==> src/rtl/gen_user_cmd_pulse.sv <==
// Round-robin poller of N_CH command bytes on register-memory port B. An armed byte
// fires a registered per-channel pulse and is written back to 8'h00 to disarm it.
module gen_user_cmd_pulse #(
  parameter int unsigned N_CH      = 4,
  parameter logic [4:0]  BASE_ADDR = 5'd1,
  parameter logic [7:0]  ARM_CODE  = 8'h0F,
  parameter int unsigned POLL_DIV  = 100,
  parameter int unsigned RD_LAT    = 2,
  parameter int unsigned PULSE_LEN = 5
) (
  input  logic            CLK,
  input  logic            RST_N,
  input  logic [7:0]      mem8_in_port_b,
  output logic [7:0]      mem8_out_port_b,
  output logic [4:0]      mem8_addr_port_b,
  output logic            mem8_access_en_port_b,
  output logic            mem8_w_enable_port_b,
  output logic [N_CH-1:0] PULSE,
  output logic [N_CH-1:0] PULSE_STB,
  output logic            RST,
  output logic            BUSY
);

  localparam int unsigned ChW  = (N_CH > 1) ? $clog2(N_CH) : 1;
  localparam int unsigned DivW = (POLL_DIV > 1) ? $clog2(POLL_DIV) : 1;

  typedef enum logic [1:0] {StIdle, StRd, StChk, StWr} state_e;

  state_e            state_q, state_d;
  logic [ChW-1:0]    ch_q, ch_d, ch_nxt;
  logic [DivW-1:0]   div_q, div_d;
  logic [2:0]        phase_q, phase_d;
  logic [7:0]        cap_q, cap_d;
  logic              tick;
  logic [N_CH-1:0]   fire;

  logic [4:0]        addr_q, addr_d;
  logic              en_q, en_d;
  logic              we_q, we_d;
  logic              busy_q, busy_d;
  logic              rst_q, rst_d;
  logic [N_CH-1:0]   pulse_q, pulse_d;
  logic [N_CH-1:0]   stb_q, stb_d;
  logic [7:0]        cnt_q [N_CH];
  logic [7:0]        cnt_d [N_CH];

  // Free-running poll divider; ticks arriving outside IDLE are simply lost.
  assign tick  = (div_q == DivW'(POLL_DIV - 1));
  assign div_d = tick ? '0 : div_q + DivW'(1);

  assign ch_nxt = (ch_q == ChW'(N_CH - 1)) ? '0 : ch_q + ChW'(1);

  always_comb begin
    state_d = state_q;
    ch_d    = ch_q;
    phase_d = phase_q;
    cap_d   = cap_q;
    fire    = '0;
    unique case (state_q)
      StIdle: begin
        if (tick) begin
          state_d = StRd;
          phase_d = '0;
        end
      end
      StRd: begin
        // Data is valid RD_LAT cycles after the address, i.e. on the last RD cycle.
        if (phase_q == 3'(RD_LAT)) begin
          cap_d   = mem8_in_port_b;
          state_d = StChk;
        end else begin
          phase_d = phase_q + 3'd1;
        end
      end
      StChk: begin
        if (cap_q == ARM_CODE) begin
          for (int i = 0; i < int'(N_CH); i++) begin
            if (ch_q == ChW'(i)) fire[i] = 1'b1;
          end
          state_d = StWr;
          phase_d = '0;
        end else begin
          ch_d    = ch_nxt;
          state_d = StIdle;
        end
      end
      StWr: begin
        if (phase_q == 3'd1) begin
          ch_d    = ch_nxt;
          state_d = StIdle;
        end else begin
          phase_d = phase_q + 3'd1;
        end
      end
      default: state_d = StIdle;
    endcase
  end

  // Port-B controls are registered from the next state so they line up with it.
  always_comb begin
    en_d   = (state_d == StRd) || (state_d == StWr);
    we_d   = (state_d == StWr);
    addr_d = en_d ? BASE_ADDR + 5'(ch_d) : 5'd0;
    busy_d = (state_d != StIdle);
  end

  // A fire reloads the counter, so a retrigger extends the pulse from the new strobe.
  always_comb begin
    pulse_d = '0;
    stb_d   = fire;
    for (int i = 0; i < int'(N_CH); i++) begin
      cnt_d[i] = cnt_q[i];
      if (fire[i]) begin
        cnt_d[i] = 8'(PULSE_LEN);
      end else if (cnt_q[i] != 8'd0) begin
        cnt_d[i] = cnt_q[i] - 8'd1;
      end
      pulse_d[i] = fire[i] || (cnt_q[i] > 8'd1);
    end
    rst_d = |pulse_d;
  end

  always_ff @(posedge CLK) begin
    if (!RST_N) begin
      state_q <= StIdle;
      ch_q    <= '0;
      div_q   <= '0;
      phase_q <= '0;
      cap_q   <= '0;
      addr_q  <= '0;
      en_q    <= 1'b0;
      we_q    <= 1'b0;
      busy_q  <= 1'b0;
      rst_q   <= 1'b0;
      pulse_q <= '0;
      stb_q   <= '0;
      for (int i = 0; i < int'(N_CH); i++) cnt_q[i] <= 8'd0;
    end else begin
      state_q <= state_d;
      ch_q    <= ch_d;
      div_q   <= div_d;
      phase_q <= phase_d;
      cap_q   <= cap_d;
      addr_q  <= addr_d;
      en_q    <= en_d;
      we_q    <= we_d;
      busy_q  <= busy_d;
      rst_q   <= rst_d;
      pulse_q <= pulse_d;
      stb_q   <= stb_d;
      for (int i = 0; i < int'(N_CH); i++) cnt_q[i] <= cnt_d[i];
    end
  end

  // Write-back data is always the disarm value.
  assign mem8_out_port_b       = 8'h00;
  assign mem8_addr_port_b      = addr_q;
  assign mem8_access_en_port_b = en_q;
  assign mem8_w_enable_port_b  = we_q;
  assign PULSE                 = pulse_q;
  assign PULSE_STB             = stb_q;
  assign RST                   = rst_q;
  assign BUSY                  = busy_q;

endmodule
==> config.mk <==
export PLATFORM = sky130hd
export DESIGN_NAME = gen_user_cmd_pulse
export DESIGN_NICKNAME = d
export VERILOG_FILES = /design/src/rtl/gen_user_cmd_pulse.sv
export SDC_FILE = /design/constraint.sdc
export NUM_CORES = 1
export LEC_CHECK = 0
export CELL_PAD_IN_SITES_DETAIL_PLACEMENT = 1
export CELL_PAD_IN_SITES_GLOBAL_PLACEMENT = 1
export CORE_MARGIN = 4
export CORE_UTILIZATION = 38
export DETAILED_ROUTE_END_ITERATION = 10
export GPL_ROUTABILITY_DRIVEN = 1
export PLACE_DENSITY = 0.76
export SLEW_MARGIN = 20
export SYNTH_ARGS = -nofsm -noshare
export SYNTH_HDL_FRONTEND = slang
export SYNTH_SLANG_ARGS = --single-unit
==> constraint.sdc <==
create_clock -name CLK -period 2 [get_ports CLK]
set_input_delay 0.4 -clock CLK [delete_from_list [all_inputs] [get_ports CLK]]
set_output_delay 0.4 -clock CLK [all_outputs]
set_load 0.05 [all_outputs]
==> impl_metrics.py, run 1 <==
metrics = {
    "status": {
        "status": "finished with violations",
        "failed_checks": "negative setup slack",
    },
    "worst_setup_path": {
        "start_kind": "register",
        "worst-endpoint-required_ps": 2240,
        "crit_path_end_kind": "register",
        "worst_path_largest_cell_delay_ps": 550,
        "critical_path_arrival_ps": 2250,
        "critical_path_class": "register to register",
        "crit_path_top_delay_cell": "sky130_fd_sc_hd__or4_4",
        "critical_path.cell_chain": "or4_4 -> nor3_4 -> nor2_4 -> mux2_4 -> ha_4 -> and3_1",
        "critPathMaxFanout": 3,
    },
    "clock_tree": {
        "tritoncts": "done",
        "clk_transition_reported_paths_ps": 70,
        "latest_clock_arrival_within_the_worst_skew_pair_ps": 350,
        "clock_tree.buffer_depth": 2,
        "cts-root-buf": "sky130_fd_sc_hd__clkbuf_8",
        "cts_max_level": 3,
        "cts.sinks": 69,
        "cts_made_buffers": 9,
        "cts-hold-fix-buffers": 0,
    },
    "sta": {
        "final_hold_viol_count": 0,
        "worst_slew_pin_slew_ps": 526,
        "layout_worst_path_cycle_share": 1.00,
        "final.setup.tns_ps": -6.02,
        "fin_crit_ps": 2010,
        "grt_setup_unrepaired": "true",
        "slew_violations": 0,
        "worst_slew_margin_rel": 0.646,
        "fmaxAchievable_mhz": 499,
        "setup-violations-final": 1,
        "finClkSkew_ps": 7.50,
        "setup_slack_ps": -6.02,
    },
    "logic_synthesis": {
        "synth.top_cells.by_area": "sky130_fd_sc_hd__dfxtp_1 (45%), sky130_fd_sc_hd__ha_1 (8.1%), sky130_fd_sc_hd__nand2_1 (5.5%)",
        "share_of_flip_flops_with_an_asynchronous_set_or_reset_after_synthesis": 0,
        "synthesis.area_um2": 3070,
        "syn_avg_cell_area_um2": 8.88,
        "netlist_top_cells_count": "sky130_fd_sc_hd__dfxtp_1 (69), sky130_fd_sc_hd__nand2_1 (45), sky130_fd_sc_hd__nor2_1 (41), sky130_fd_sc_hd__a21oi_1 (25), sky130_fd_sc_hd__ha_1 (20)",
        "synth_most_common_cell": "sky130_fd_sc_hd__dfxtp_1",
        "netlist_instances": 346,
        "synth_cell_types": 42,
        "synth.yosys.seq_area_share": 0.449,
        "synth_top_area_frac": 0.449,
        "yosysTopAreaCell": "sky130_fd_sc_hd__dfxtp_1",
        "synth_warn": 0,
        "synth-edff-count": 0,
        "ys_seq_elements": 69,
        "synth_top_flop_cell": "sky130_fd_sc_hd__dfxtp_1",
    },
    "drt": {
        "wl_per_cell_um": 13.6,
        "drt_first_iter_violations": 29,
        "detail_route.wirelength_um": 6670,
        "post-route-drc-count": 0,
        "detail_route.first_pass.iterations": 4,
        "met3_wirelength_um": 185,
        "vias_per_cell": 4.94,
        "top_layer": "met4",
        "route.layer.met1.wl_um": 3040,
        "number_of_nets_with_antenna_violations_after_routing": 0,
        "wl_met2_um": 3310,
        "num_vias": 2419,
    },
    "die": {
        "core-area_um2": 7810,
        "num_io_pins": 35,
        "die_h_um": 97.9,
        "fp.dieW_um": 97.9,
        "floorplan.initialDensity": 0.394,
        "placementRows": 32,
        "design.die.area_um2": 9590,
    },
    "power_and_ir_drop": {
        "power.clock.fraction": 0.196,
        "cellPowerDensity_nw_per_um2": 1390,
        "power.sequential.fraction": 0.392,
        "vdd.ir_drop.worst_v": 0.000510,
        "power.share.combinational": 0.413,
        "p_leak_nw": 1.51,
        "finalPower_mw": 5.14,
        "p_int_mw": 3.10,
        "swShare": 0.396,
        "power.net_switching_mw": 2.04,
    },
    "final_layout": {
        "fillCellCount": 915,
        "area_growth_pct": 19.9,
        "finish.net_count": 415,
        "post_layout_instance_count_excluding_filler_cells": 490,
        "diodes": 0,
        "utilization": 0.472,
        "fraction_of_final_layout_cells_sized_beyond_drive_strength_1": 0.116,
    },
    "placed_design": {
        "gp_routability_congestion": 0.790,
        "placement.setup.worst_slack_ps": -78.7,
        "detailedPlacementHpwl_um": 5050,
        "placed_cells": 474,
        "numPortBuffers": 24,
    },
    "global_routing": {
        "grt_max_degree": 26,
        "grt_first_pass_wirelength_um": 11600,
        "first_global_vias": 2555,
        "grt_overflow": 0,
        "initial_antenna_violation_count": 0,
        "grt.total_usage": 0.149,
    },
    "job": {
        "drv.max_cap_violation_count": 0,
    },
    "min_path": {
        "worstHoldPathType": "register to register",
    },
}
## cell usage in the layout (no fill, tap or decap), drive strengths merged, types with 12 or more instances in the layout
master	netlist	layout
dfxtp	69	69
nand2	45	45
nor2	41	41
a21oi	25	25
clkdlybuf4s50	0	24
ha	20	20
inv	15	15
nor3	14	14
xnor2	13	13
xor2	13	13
buf	11	13
clkbuf	7	12
## state kept, by name (all words and copies together), names as in the netlist, 2 cells and up
signal / count
cnt_q: 32
cap_q: 8
div_q: 7
PULSE: 4
PULSE_STB: 4
mem8_addr_port_b: 3
phase_q: 3
ch_q: 2
state_q: 2
## power groups by stage
stage	sequential [mW]	combinational [mW]	clock, mW
2_1_floorplan	2.09	1.51	0
3_3_place_gp	2.02	1.98	0
3_5_place_dp	2.04	2.10	0
4_1_cts	2.01	2.12	1.04
5_1_grt	2.06	2.39	1.11
6_report	2.01	2.12	1.01
## final timing paths
kind / slack, ps / startpoint / cells past startpoint / endpoint
worst max-delay path: -6 / cap_q[7]$_SDFFE_PN0P_ / 6 / mem8_addr_port_b[1]$_SDFF_PN0_
worst min-delay path: 450 / div_q[0]$_SDFF_PP0_ / 1 / div_q[0]$_SDFF_PP0_
worst max register to register: -6 / cap_q[7]$_SDFFE_PN0P_ / 6 / mem8_addr_port_b[1]$_SDFF_PN0_
worst min register to register: 450 / div_q[0]$_SDFF_PP0_ / 1 / div_q[0]$_SDFF_PP0_
## area by class of cell
cell class              count  area, um^2  area share
multi-input cells         252        1610       0.437
flip-flops and latches     69        1380       0.375
repair buffers             37         338      0.0917
clock buffers              12         155      0.0421
well taps                 102         128      0.0346
inverters                  16        60.1      0.0163
clock inverters             2        10.0     0.00272
## what timing repair did
action / CTS / global route
resized for setup: 4 / 9
setup endpoints to repair: 5 / 16
buffers inserted: 1 / 1
pin swaps: 2 / 3
## logic make-up after synthesis
logic type / after synthesis / share of synthesized area
buf+inv: 34 / 0.0541
xor+xnor: 26 / 0.0741
other cells: 1 / 0.00122
mux: 2 / 0.00977
simple gates: 148 / 0.238
compound gates: 46 / 0.0920
flops: 69 / 0.449
fa+ha+maj: 20 / 0.0814
## metal layers
metal  vias up  global-route usage
met2        24               0.255
met4         0              0.0703
met5         -                   0
li1       1220                   -
met1      1165               0.172
met3        10              0.0393
## critical path, delay by kind of cell, from the launching register on
| kind | cells | cell delay, ps |
|---|---|---|
| and+or+nand+nor | 4 | 1020 |
| DFF | 1 | 320 |
| muxes | 1 | 320 |
| adders and majority gates | 1 | 230 |
## per-stage QoR
stage	instance area [um^2]	hold WS (ps)
detailed placement	3450	435
CTS	3640	451
global placement	3450	424
floorplan	3110	413
finish	3680	451
global route	3680	476
(Power assumes the default switching activity.)
==> inputs of run 2 (changes only) <==
--- a/config.mk
+++ b/config.mk
@@ -12,6 +12,8 @@
 export DETAILED_ROUTE_END_ITERATION = 10
 export GPL_ROUTABILITY_DRIVEN = 1
 export PLACE_DENSITY = 0.76
+export RECOVER_POWER = 50
+export SETUP_SLACK_MARGIN = 0.5
 export SLEW_MARGIN = 20
 export SYNTH_ARGS = -nofsm -noshare
 export SYNTH_HDL_FRONTEND = slang
==> impl_metrics.py, run 2 (synthesized netlist as in run 1, its figures left out) <==
metrics = {
    "clock_tree": {
        "tritoncts": "done",
        "cts-hold-fix-buffers": 0,
        "latest_clock_arrival_within_the_worst_skew_pair_ps": 350,
        "cts-root-buf": "sky130_fd_sc_hd__clkbuf_8",
        "cts_max_level": 3,
        "cts_made_buffers": 9,
        "cts.sinks": 69,
        "clock_tree.buffer_depth": 2,
        "clk_transition_reported_paths_ps": 70,
    },
    "final_layout": {
        "finish.net_count": 422,
        "largest_register": "cnt_q",
        "mostFrequentLayoutCells": "sky130_fd_sc_hd__dfxtp_1 (68), sky130_fd_sc_hd__nand2_1 (36), sky130_fd_sc_hd__nor2_1 (23)",
        "multiInputGateArea_um2": 1960,
        "fillCellCount": 874,
        "utilization": 0.539,
        "diodes": 0,
        "layout.cells.most_common": "sky130_fd_sc_hd__dfxtp_1",
        "layout.cell_area.non_filler_um2": 4210,
        "fraction_of_final_layout_cells_sized_beyond_drive_strength_1": 0.312,
        "total_area_of_sequential_cells_um2": 1380,
        "area_growth_pct": 36.8,
        "largest_registers": "cnt_q (32), cap_q (8), div_q (7)",
        "largest_register_ff_count": 32,
    },
    "die": {
        "placementRows": 32,
        "num_io_pins": 35,
        "die_h_um": 97.9,
        "design.die.area_um2": 9590,
        "fp.dieW_um": 97.9,
        "floorplan.initialDensity": 0.394,
        "core-area_um2": 7810,
    },
    "worst_setup_path": {
        "critical_path.cell_chain": "or4_4 -> buf_6 -> nor4b_4 -> buf_4 -> nand2_8 -> o211ai_1 -> o41a_2",
        "start_kind": "register",
        "worst-endpoint-required_ps": 2290,
        "critical_path_arrival_ps": 2250,
        "worst_path_largest_cell_delay_ps": 560,
        "critical_path_class": "register to register",
        "crit_path_start": "cap_q[7]$_SDFFE_PN0P_",
        "critPathMaxFanout": 4,
        "timing.critical_path.to": "RST$_SDFF_PN0_",
        "worst-r2r-setup-slack_ps": 40,
        "worst_r2r_path_depth": 7,
        "regToRegStartpoint": "cap_q[7]$_SDFFE_PN0P_",
        "crit_path_end_kind": "register",
        "crit_path_top_delay_cell": "sky130_fd_sc_hd__or4_4",
        "timing.rr.end": "RST$_SDFF_PN0_",
    },
    "global_routing": {
        "grt_max_degree": 27,
        "first_global_vias": 2633,
        "initial_antenna_violation_count": 0,
        "grt.total_usage": 0.154,
        "grt_first_pass_wirelength_um": 12100,
        "grt_overflow": 0,
    },
    "min_path": {
        "worstHoldPathType": "register to register",
    },
    "sta": {
        "final_hold_viol_count": 0,
        "layout_worst_path_cycle_share": 0.979,
        "grt_setup_unrepaired": "true",
        "setup-violations-final": 0,
        "slew_violations": 0,
        "fin_crit_ps": 1960,
        "worst_slew_pin_slew_ps": 499,
        "worst_slew_margin_rel": 0.664,
        "finalHoldWorstSlack_ps": 445,
        "fmaxAchievable_mhz": 511,
        "finClkSkew_ps": 11.1,
    },
    "placed_design": {
        "numPortBuffers": 24,
        "gp_routability_congestion": 0.785,
        "detailedPlacementHpwl_um": 4740,
        "instance_area_at_placement_um2": 3500,
    },
    "drt": {
        "drt_first_iter_violations": 38,
        "wl_per_cell_um": 15.5,
        "number_of_nets_with_antenna_violations_after_routing": 0,
        "detail_route.first_pass.iterations": 4,
        "num_vias": 2511,
        "detail_route.wirelength_um": 7710,
        "post-route-drc-count": 0,
        "vias_per_cell": 5.03,
    },
    "power_and_ir_drop": {
        "p_leak_nw": 1.63,
        "cellPowerDensity_nw_per_um2": 1420,
        "vdd.ir_drop.worst_v": 0.000501,
    },
    "job": {
        "drv.max_cap_violation_count": 0,
    },
    "status": {
        "status": "completed",
    },
}
[run 2: cell count changes in the layout (fill, tap and decap cells not counted), moves of 5 or more]
cell	before	now
sky130_fd_sc_hd__a21oi_1	25	12
sky130_fd_sc_hd__a21oi_2	0	13
sky130_fd_sc_hd__buf_4	13	8
sky130_fd_sc_hd__buf_6	0	12
sky130_fd_sc_hd__clkdlybuf4s15_2	0	14
sky130_fd_sc_hd__clkdlybuf4s50_1	24	9
sky130_fd_sc_hd__nand2_1	41	36
sky130_fd_sc_hd__nand2_8	0	5
sky130_fd_sc_hd__nor2_1	40	23
sky130_fd_sc_hd__nor2_2	0	15
[run 2: worst max-delay path, delay by kind of cell (launching register included)]
family / cells / cell delay, ps
AOI/OAI and AO/OA: 2 / 360
buffers and inverters: 2 / 340
DFF: 1 / 320
and+or+nand+nor: 3 / 890
[run 2: repair_timing]
action,4_1_cts,5_1_grt
resized for setup,77,57
pin swaps,3,7
endpoints found under the setup margin,69,63
endpoints found under the hold margin,0,0
setup buffers,7,6
[run 2: area by class of cell]
cell class | instances | share of cell area
Timing Repair Buffer | 44 | 0.108
Clock buffer | 12 | 0.0369
Inverter | 16 | 0.0143
Tap cell | 102 | 0.0303
Sequential cell | 69 | 0.329
Multi-Input combinational cell | 252 | 0.465
Clock inverter | 4 | 0.0167
[run 2: layer usage]
| metal | wire (um) | track usage | vias up |
|---|---|---|---|
| met1 | 3350 | 0.184 | 1220 |
| met5 | 0 | 0 | - |
| met4 | 166 | 0.0628 | 0 |
| met2 | 3940 | 0.264 | 40 |
| met3 | 252 | 0.0386 | 15 |
| li1 | - | - | 1236 |
[run 2: where the power goes]
part           switching (mW)  internal (mW)  leakage, nW
logic                    1.54           1.11        0.950
clock network           0.547          0.767        0.116
registers               0.323           1.70        0.565
[run 2: how the worst min path moves through the flow]
stage	from	end	slack (ps)	depth (start not counted)
after floorplan	div_q[0]$_SDFF_PP0_	div_q[0]$_SDFF_PP0_	410	1
after global placement	div_q[0]$_SDFF_PP0_	div_q[0]$_SDFF_PP0_	430	1
after detailed placement	div_q[0]$_SDFF_PP0_	div_q[0]$_SDFF_PP0_	440	1
after CTS	div_q[0]$_SDFF_PP0_	div_q[0]$_SDFF_PP0_	450	1
after global routing	div_q[0]$_SDFF_PP0_	div_q[0]$_SDFF_PP0_	460	1
final	div_q[0]$_SDFF_PP0_	div_q[0]$_SDFF_PP0_	440	1
[run 2: per-stage QoR]
step / total power [mW] / TNS [ps] / setup WS [ps] / cells
2_1_floorplan: 3.68 / 0 / 120 / 355
5_1_grt: 6.41 / -177 / -85.3 / 499
4_1_cts: 5.65 / 0 / 90.5 / 493
6_report: 5.98 / 0 / 42.6 / 499
3_3_place_gp: 4.08 / 0 / 87.2 / 470
3_5_place_dp: 4.17 / 0 / 69.2 / 470
